## src/rtl/ls_multiple_seq.sv

```systemverilog
// Load/store multiple sequencer: expands one lmw/stmw into single-word
// memory requests for GPRs rt..r31 at consecutive word addresses.
module ls_multiple_seq (
  input  logic        clk,
  input  logic        reset,
  input  logic        start,
  input  logic        is_store,
  input  logic [4:0]  rt,
  input  logic [31:0] ea,
  input  logic        flush,
  input  logic        mem_ack,
  output logic        mem_req,
  output logic        mem_we,
  output logic [31:0] mem_addr,
  output logic [4:0]  reg_sel,
  output logic        wb_en,
  output logic        first_cycle,
  output logic        multiple_inc,
  output logic        busy,
  output logic        issue_stall,
  output logic        align_exc,
  output logic        done
);

  typedef enum logic {
    S_IDLE = 1'b0,
    S_REQ  = 1'b1
  } state_t;

  state_t      r_state, w_state_nxt;
  logic [31:0] r_addr, w_addr_nxt;
  logic [4:0]  r_reg, w_reg_nxt;
  logic        r_we, w_we_nxt;
  logic        r_first, w_first_nxt;
  logic        r_inc, w_inc_nxt;
  logic        r_align, w_align_nxt;
  logic        r_done, w_done_nxt;

  // State and registered outputs
  always_ff @(posedge clk or posedge reset) begin
    if (reset) begin
      r_state <= S_IDLE;
      r_addr  <= '0;
      r_reg   <= '0;
      r_we    <= 1'b0;
      r_first <= 1'b0;
      r_inc   <= 1'b0;
      r_align <= 1'b0;
      r_done  <= 1'b0;
    end else begin
      r_state <= w_state_nxt;
      r_addr  <= w_addr_nxt;
      r_reg   <= w_reg_nxt;
      r_we    <= w_we_nxt;
      r_first <= w_first_nxt;
      r_inc   <= w_inc_nxt;
      r_align <= w_align_nxt;
      r_done  <= w_done_nxt;
    end
  end

  // Next-state and next-output decode; flush overrides everything
  always_comb begin
    w_state_nxt = r_state;
    w_addr_nxt  = r_addr;
    w_reg_nxt   = r_reg;
    w_we_nxt    = r_we;
    w_first_nxt = r_first;
    w_inc_nxt   = r_inc;
    w_align_nxt = 1'b0;
    w_done_nxt  = 1'b0;
    if (flush) begin
      w_state_nxt = S_IDLE;
      w_addr_nxt  = '0;
      w_reg_nxt   = '0;
      w_we_nxt    = 1'b0;
      w_first_nxt = 1'b0;
      w_inc_nxt   = 1'b0;
    end else begin
      unique case (r_state)
        S_IDLE: begin
          if (start) begin
            if (ea[1:0] == 2'b00) begin
              w_state_nxt = S_REQ;
              w_addr_nxt  = ea;
              w_reg_nxt   = rt;
              w_we_nxt    = is_store;
              w_first_nxt = 1'b1;
              w_inc_nxt   = 1'b0;
            end else begin
              w_align_nxt = 1'b1;
            end
          end
        end
        S_REQ: begin
          if (mem_ack) begin
            if (r_reg != 5'd31) begin
              w_addr_nxt  = r_addr + 32'd4;
              w_reg_nxt   = r_reg + 5'd1;
              w_first_nxt = 1'b0;
              w_inc_nxt   = 1'b1;
            end else begin
              w_state_nxt = S_IDLE;
              w_done_nxt  = 1'b1;
              w_first_nxt = 1'b0;
              w_inc_nxt   = 1'b0;
            end
          end
        end
        default: w_state_nxt = S_IDLE;
      endcase
    end
  end

  assign mem_req      = (r_state == S_REQ);
  assign busy         = (r_state == S_REQ);
  assign mem_we       = r_we;
  assign mem_addr     = r_addr;
  assign reg_sel      = r_reg;
  assign first_cycle  = r_first;
  assign multiple_inc = r_inc;
  assign align_exc    = r_align;
  assign done         = r_done;
  assign wb_en        = mem_req & mem_ack & ~r_we & ~flush;
  assign issue_stall  = start | busy;

  a_no_start_while_busy: assert property (@(posedge clk) disable iff (reset) !(start && busy));

endmodule

```

## config.mk

```make
export PLATFORM = sky130hd
export DESIGN_NAME = ls_multiple_seq
export DESIGN_NICKNAME = d
export VERILOG_FILES = /design/src/rtl/ls_multiple_seq.sv
export SDC_FILE = /design/constraint.sdc
export NUM_CORES = 1
export LEC_CHECK = 0
export ABC_CLOCK_PERIOD_IN_PS = 2000
export CORE_ASPECT_RATIO = 0.7
export CORE_UTILIZATION = 25
export DETAILED_ROUTE_END_ITERATION = 6
export DONT_BUFFER_PORTS = 1
export GPL_TIMING_DRIVEN = 0
export PLACE_DENSITY = 0.43
export SLEW_MARGIN = 20
export SYNTH_ARGS = -nofsm -noshare
export SYNTH_HDL_FRONTEND = slang
export SYNTH_SLANG_ARGS = --single-unit
```

## constraint.sdc

```tcl
create_clock -name clk -period 2 [get_ports clk]
set_input_delay 0.5 -clock clk [delete_from_list [all_inputs] [get_ports clk]]
set_output_delay 0.5 -clock clk [all_outputs]
set_load 0.01 [all_outputs]
```

==> load_flow_metrics.sql, run 1 <==
INSERT INTO impl_metrics (metric_group, metric, value, unit) VALUES
('sta', 'setup_slack', '-0.03588', 'ns'),
('sta', 'timing.final.crit_share', '1.018', ''),
('layout', 'finish.net_count', '390', ''),
('clock_tree', 'root_buffer_selected_by_cts', 'sky130_fd_sc_hd__clkbuf_16', ''),
('worst_setup_path', 'critPathSlowestCell', 'sky130_fd_sc_hd__or4_4', ''),
('sta', 'max_freq', '0.4912', 'GHz'),
('worst_setup_path', 'setup.worst_path.end_class', 'flip-flop', ''),
('worst_setup_path', 'setup.worst_path.start_class', 'flip-flop', ''),
('sta', 'setup-tns-final', '-0.03588', 'ns'),
('clock_tree', 'tritoncts', 'built', ''),
('synthesis', 'netlist_top_cells_count', '43 x sky130_fd_sc_hd__dfrtp_1, 31 x sky130_fd_sc_hd__nor2_1, 28 x sky130_fd_sc_hd__nand2_1, 26 x sky130_fd_sc_hd__o21ai_0, 17 x sky130_fd_sc_hd__nand3_1', ''),
('synthesis', 'yosys_warnings', '0', ''),
('global_routing', 'global_route.usage.total', '0.1921', ''),
('global_routing', 'pin_count_of_the_biggest_net_entering_global_routing', '27', ''),
('clock_tree', 'htree_levels', '2', ''),
('clock_tree', 'clk-insertion-delay-late', '0.30', 'ns'),
('synthesis', 'syn-instance-count', '312', ''),
('synthesis', 'synth.net_count', '358', ''),
('placement', 'io_buffer_count', '0', ''),
('placement', 'placement.cell_area', '2861', 'sq um'),
('synthesis', 'synth_top_cell_by_area', 'sky130_fd_sc_hd__dfrtp_1', ''),
('sta', 'rsz0062_at_grt', 'yes', ''),
('routing', 'avgViaCountPerCell', '5.597', ''),
('routing', 'route.final.wire_length', '10.67', 'mm'),
('worst_setup_path', 'rr_worst_depth', '6', ''),
('placement', 'dp_hpwl', '7.406', 'mm'),
('floorplan', 'design.die.area', '11010', 'sq um'),
('routing', 'dr.pass1.iters', '7', ''),
('floorplan', 'floorplan.io_pins', '89', ''),
('worst_setup_path', 'cp_cell_sequence', 'ha_4, and3_4, ha_4, o2bb2ai_4, or4_4, a211o_1', ''),
('placement', 'place_congestion', '0.8385', ''),
('synthesis', 'postSynth.topFlopCell', 'sky130_fd_sc_hd__dfrtp_1', ''),
('worst_setup_path', 'timing.rr.start', 'reg_sel[0]$_DFFE_PP0P_', ''),
('sta', 'finalWorstPathRequiredPeriod', '2.036', 'ns'),
('worst_setup_path', 'reg2reg_slack', '-0.04', 'ns'),
('global_routing', 'antenna_found_initial', '0', ''),
('routing', 'detail_route.drc_violations', '12', ''),
('floorplan', 'floorplan.die.height', '88.08', 'um'),
('clock_tree', 'cts_hold_buf', '0', ''),
('global_routing', 'grt_pass1_wl', '15.67', 'mm'),
('synthesis', 'mappedNetlistArea', '2646', 'sq um'),
('pwr', 'vdd.ir_drop.worst', '0.3144', 'mV'),
('layout', 'n_antenna_cell', '0', ''),
('worst_setup_path', 'cpPeakStageDelay', '0.53', 'ns'),
('sta', 'maxSlewHeadroom', '0.5699', ''),
('status', 'failed_checks', 'design-rule violations, negative setup slack', ''),
('layout', 'finalInstanceArea', '3511', 'sq um'),
('placement', 'detailedPlace.worstSlack', '-0.6247', 'ns'),
('status', 'run_status', 'complete, but fails checks', ''),
('routing', 'detail-route-antenna-nets', '0', ''),
('layout', 'num-fill-cells', '1063', ''),
('synthesis', 'synth_enable_flop_cells', '0', ''),
('floorplan', 'die_width', '125.0', 'um'),
('layout', 'layout-area-overhead-vs-synth', '32.67', '%'),
('synthesis', 'synth-async-reset-ratio', '1.000', ''),
('sta', 'finalSetupViolCount', '1', ''),
('sta', 'timing_max_transition_violations_final', '0', ''),
('layout', 'layoutNonFillerInstCount', '477', ''),
('floorplan', 'row_count', '31', ''),
('sta', 'timing_worst_slew_pin_value', '0.6451', 'ns'),
('global_routing', 'grt.overflow.total', '0', ''),
('synthesis', 'synth_top_area_share', '0.4066', ''),
('pwr', 'power.total', '2.403', 'mW'),
('synthesis', 'yosysSeqAreaShare', '0.4066', ''),
('worst_setup_path', 'worst_path_dominant_cell_family', 'simple AND/OR/NAND/NOR gates', ''),
('routing', 'vias', '2670', ''),
('floorplan', 'initial_core_util', '0.2565', ''),
('synthesis', 'dominant_combinational_cell_family_by_area_after_synthesis', 'simple AND/OR/NAND/NOR gates', ''),
('synthesis', 'compound_gate_fraction_of_synth_area', '0.2331', ''),
('clock_tree', 'cts.sink_count', '43', ''),
('synthesis', 'synth.top_cells.by_area', 'sky130_fd_sc_hd__dfrtp_1 41%, sky130_fd_sc_hd__o21ai_0 4.9%, sky130_fd_sc_hd__nor2_1 4.4%', '');
[worst max-delay path by stage]
| stage | start | end | slack (ns) |
|---|---|---|---|
| floorplan | mem_addr[11]$_DFFE_PP0P_ | mem_addr[31]$_DFFE_PP0P_ | 0.01 |
| global route | reg_sel[0]$_DFFE_PP0P_ | mem_addr[31]$_DFFE_PP0P_ | -0.08 |
| global placement | reg_sel[0]$_DFFE_PP0P_ | mem_addr[25]$_DFFE_PP0P_ | -0.68 |
| detailed placement | reg_sel[0]$_DFFE_PP0P_ | mem_addr[25]$_DFFE_PP0P_ | -0.62 |
| finish | reg_sel[0]$_DFFE_PP0P_ | mem_addr[31]$_DFFE_PP0P_ | -0.04 |
| CTS | reg_sel[0]$_DFFE_PP0P_ | mem_addr[31]$_DFFE_PP0P_ | -0.03 |
[what timing repair did]
item | CTS | global route
gates resized for setup | 57 | 37
pin swaps | 8 | 10
setup endpoints to repair | 39 | 33
setup buffers | 13 | 11
[layer usage]
metal  wire [um]  vias to the layer above  GRT usage
met1        4983                     1318     0.2691
met4          47                        0    0.04324
li1            -                     1242          -
met3         986                        5    0.05559
met5           0                        -          0
met2        4652                      105     0.2920
[cells by family after synthesis]
family | count (synthesis)
AND/OR/NAND/NOR | 145
adder cells (fa/ha/maj) | 3
multiplexers | 3
flip-flops | 43
AO/OA/AOI/OAI | 92
buffers and inverters | 26
[sequential cells by signal (all words and copies together), names as in the netlist]
signal,count
mem_addr,32
reg_sel,5
mem_we,1
align_exc,1
first_cycle,1
multiple_inc,1
busy,1
done,1
[layout by cell type (no fill, tap or decap), drive strengths merged, types with 5 or more instances in the layout]
cell type and instances:
a21oi 14, a31oi 7, a32oi 6, and2 10
and3 5, buf 33, clkbuf 16, dfrtp 43
inv 9, nand2 28, nand3 18, nand4 12
nor2 32, nor2b 7, nor3 14, nor4 7
o21ai 28, o2bb2ai 5
[worst reg2reg max path: cells and delay by family (launching register included)]
family,cells,cell delay (ns)
adders and majority gates,2,0.36
AOI/OAI and AO/OA,2,0.40
DFF,1,0.47
and+or+nand+nor,2,0.69
[layout make-up]
class	count	area (sq um)	area share
multi-input cells	243	1677	0.4775
flip-flops and latches	43	1102	0.3140
repair buffers	25	216.5	0.06165
well taps	132	165.2	0.04704
plain buffers	17	156.4	0.04455
clock buffers	7	152.6	0.04348
inverters	9	33.78	0.009622
clock inverters	1	7.507	0.002138
[power by group]
part | leakage (nW) | internal [mW] | total (mW) | switching, mW
clock network | 0.0761 | 0.533 | 0.911 | 0.378
registers | 0.539 | 0.948 | 1.13 | 0.178
logic | 0.840 | 0.158 | 0.366 | 0.208
total | 1.46 | 1.64 | 2.40 | 0.764
[through the flow]
stage | utilization | hold slack, ns
after global placement | 0.2754 | 0.5410
after CTS | 0.3222 | 0.1139
final | 0.3403 | 0.09643
after detailed placement | 0.2773 | 0.4267
after floorplan | - | 0.5152
after global routing | 0.3403 | 0.1268
No activity file was read; power rests on OpenSTA's default activity.
==> inputs of run 2 (changes only) <==
--- a/config.mk
+++ b/config.mk
@@ -5,13 +5,12 @@
 export SDC_FILE = /design/constraint.sdc
 export NUM_CORES = 1
 export LEC_CHECK = 0
-export ABC_CLOCK_PERIOD_IN_PS = 2000
 export CORE_ASPECT_RATIO = 0.7
 export CORE_UTILIZATION = 25
 export DETAILED_ROUTE_END_ITERATION = 6
 export DONT_BUFFER_PORTS = 1
 export GPL_TIMING_DRIVEN = 0
-export PLACE_DENSITY = 0.43
+export PLACE_DENSITY = 0.41
 export SLEW_MARGIN = 20
 export SYNTH_ARGS = -nofsm -noshare
 export SYNTH_HDL_FRONTEND = slang
==> constraint.sdc (replaced) <==
create_clock -name clk -period 1.92 [get_ports clk]
set_input_delay 0.48 -clock clk [delete_from_list [all_inputs] [get_ports clk]]
set_output_delay 0.48 -clock clk [all_outputs]
set_load 0.01 [all_outputs]
==> run 2 against run 1 <==
- the flow still finishes with violations (design-rule violations, negative setup slack)
- maximum frequency increased by 1.3%
- routed wire length grew 0.37%
- worst setup slack got worse by 0.054 ns
- register-to-register slack worse by 0.05 ns
- sequential share of layout area up 0.82 points
- core utilization down 0.75 points
- sequential power up 4%
- critical path depth is the same
- flip-flop and latch count unchanged
- final cell count shrank 1.5%
- count of clock-buffer cells in the layout is the same
- first-iteration DRC count is 55% higher
- largest cell class unchanged
- largest power group unchanged
==> load_flow_metrics.sql, run 2 (synthesized netlist as in run 1, its figures left out) <==
INSERT INTO impl_metrics (metric_group, metric, value, unit) VALUES
('routing', 'vias', '2720', ''),
('placement', 'placement.cell_area', '2894', 'sq um'),
('floorplan', 'die_width', '125.0', 'um'),
('placement', 'dp_hpwl', '7.594', 'mm'),
('sta', 'setup-tns-final', '-0.2526', 'ns'),
('clock_tree', 'htree_levels', '2', ''),
('floorplan', 'design.die.area', '11010', 'sq um'),
('routing', 'detail_route.drc_violations', '14', ''),
('sta', 'setup_slack', '-0.08991', 'ns'),
('global_routing', 'grt_pass1_wl', '16.33', 'mm'),
('global_routing', 'pin_count_of_the_biggest_net_entering_global_routing', '24', ''),
('pwr', 'leakage', '1.394', 'nW'),
('worst_setup_path', 'crit_arrival', '2.19', 'ns'),
('layout', 'num-fill-cells', '1081', ''),
('worst_setup_path', 'critical_path_peak_fanout', '5', ''),
('routing', 'detail-route-antenna-nets', '0', ''),
('layout', 'finish.net_count', '383', ''),
('layout', 'number_of_flip_flops_under_the_largest_register_name', '32', ''),
('layout', 'finalInstanceArea', '3433', 'sq um'),
('routing', 'dr.pass1.iters', '6', ''),
('worst_setup_path', 'path_class', 'reg2reg', ''),
('routing', 'avgViaCountPerCell', '5.787', ''),
('sta', 'max_freq', '0.4975', 'GHz'),
('worst_setup_path', 'setup.worst_path.end_class', 'flip-flop', ''),
('layout', 'drive_above_1_share', '0.2899', ''),
('global_routing', 'global_route.usage.total', '0.2008', ''),
('floorplan', 'row_count', '31', ''),
('sta', 'rsz0062_at_grt', 'yes', ''),
('clock_tree', 'root_buffer_selected_by_cts', 'sky130_fd_sc_hd__clkbuf_16', ''),
('layout', 'n_antenna_cell', '0', ''),
('clock_tree', 'tritoncts', 'built', ''),
('pwr', 'power.total', '2.476', 'mW'),
('floorplan', 'floorplan.die.height', '88.08', 'um'),
('sta', 'finalSetupViolCount', '8', ''),
('sta', 'timing_max_transition_violations_final', '0', ''),
('worst_setup_path', 'setup.worst_path.start_class', 'flip-flop', ''),
('floorplan', 'initial_core_util', '0.2565', ''),
('sta', 'maxSlewHeadroom', '0.5650', ''),
('job', 'max_cap_violations', '0', ''),
('floorplan', 'floorplan.io_pins', '89', ''),
('layout', 'multiInputGateArea', '1660', 'sq um'),
('sta', 'timing_worst_slew_pin_value', '0.6525', 'ns'),
('routing', 'dr.first_iter.drc_count', '195', ''),
('clock_tree', 'cts.sink_count', '43', ''),
('floorplan', 'placeableCoreArea', '10320', 'sq um'),
('clock_tree', 'clk_pin_slew', '0.07', 'ns'),
('layout', 'final_common_cell', 'sky130_fd_sc_hd__nor2_1', ''),
('sta', 'worst_clock_skew', '0.005796', 'ns'),
('placement', 'io_buffer_count', '0', ''),
('clock_tree', 'clk_path_buf_depth', '2', ''),
('sta', 'finalWorstPathRequiredPeriod', '2.010', 'ns'),
('layout', 'layout-area-overhead-vs-synth', '29.74', '%'),
('status', 'failed_checks', 'design-rule violations, negative setup slack', ''),
('clock_tree', 'number_of_buffers_created_by_cts', '5', ''),
('clock_tree', 'cts_hold_buf', '0', ''),
('global_routing', 'grt.overflow.total', '0', ''),
('routing', 'route.final.wire_length', '10.71', 'mm'),
('pwr', 'power.density', '721.2', 'nW/um^2'),
('layout', 'final_cell_mix', '30 x sky130_fd_sc_hd__nor2_1, 27 x sky130_fd_sc_hd__nand2_1, 24 x sky130_fd_sc_hd__dfrtp_2', ''),
('sta', 'timing.final.crit_share', '1.047', ''),
('sta', 'final-hold-violation-count', '0', ''),
('clock_tree', 'clk-insertion-delay-late', '0.29', 'ns'),
('status', 'run_status', 'complete, but fails checks', ''),
('global_routing', 'antenna_found_initial', '0', ''),
('global_routing', 'number_of_global_route_vias_before_repair', '2600', ''),
('min_path', 'worst_hold_path_type', 'in2async', ''),
('placement', 'place_congestion', '0.7780', ''),
('layout', 'regArea', '1106', 'sq um'),
('pwr', 'vdd.ir_drop.worst', '0.3039', 'mV'),
('worst_setup_path', 'critical_path_required', '2.10', 'ns'),
('routing', 'post_drt_wl_per_cell', '22.78', 'um');
run 2: worst max-delay path: stages, from the launching register on:
cell	delay (ns)
sky130_fd_sc_hd__dfrtp_2	0.48
sky130_fd_sc_hd__ha_4	0.19
sky130_fd_sc_hd__and3_4	0.17
sky130_fd_sc_hd__ha_4	0.18
sky130_fd_sc_hd__o2bb2ai_4	0.13
sky130_fd_sc_hd__or4_4	0.48
sky130_fd_sc_hd__a211o_1	0.26
run 2: final timing paths:
kind	startpoint	to	slack (ns)	cells after the start
min	reset	reg_sel[1]$_DFFE_PP0P_	0.09	1
max in group asynchronous	reset	mem_addr[18]$_DFFE_PP0P_	1.30	2
max reg2reg	reg_sel[0]$_DFFE_PP0P_	mem_addr[31]$_DFFE_PP0P_	-0.09	6
max	reg_sel[0]$_DFFE_PP0P_	mem_addr[31]$_DFFE_PP0P_	-0.09	6
min reg2reg	mem_addr[0]$_DFFE_PP0P_	mem_addr[0]$_DFFE_PP0P_	0.56	1
min in group clk	is_store	mem_we$_DFFE_PP0P_	0.32	2
run 2: what timing repair did:
| item | 4_1_cts | 5_1_grt |
|---|---|---|
| setup endpoints to repair | 40 | 32 |
| pin swaps | 10 | 3 |
| setup buffers | 15 | 2 |
| gates resized for setup | 60 | 29 |
run 2: per-layer routing:
layer | up-vias | global-route usage | wire length [um]
li1 | 1232 | - | -
met3 | 8 | 0.05498 | 912
met2 | 114 | 0.2925 | 4396
met1 | 1366 | 0.2963 | 5338
met4 | 0 | 0.03437 | 60
met5 | - | 0 | 0
run 2: report_power, final:
group          internal (mW)  switching (mW)
sequential             0.989           0.183
combinational          0.151           0.211
clock                  0.554           0.388
total                   1.69           0.782
run 2: metrics by stage:
| stage | utilization | hold WS, ns | std cells | setup WS, ns |
|---|---|---|---|---|
| floorplan | - | 0.5152 | 312 | -0.01643 |
| global placement | 0.2786 | 0.5418 | 444 | -0.6991 |
| detailed placement | 0.2805 | 0.4218 | 445 | -0.7108 |
| CTS | 0.3249 | 0.1077 | 468 | -0.09338 |
| global route | 0.3328 | 0.1245 | 470 | -0.1389 |
| finish | 0.3328 | 0.09171 | 470 | -0.08991 |
run 2: cell type report:
class | count | area share
Tap cell | 132 | 0.04810
Inverter | 9 | 0.009840
Sequential cell | 43 | 0.3222
Multi-Input combinational cell | 243 | 0.4836
Clock buffer | 7 | 0.04446
Clock inverter | 1 | 0.002187
Buffer | 17 | 0.04082
Timing Repair Buffer | 18 | 0.04883
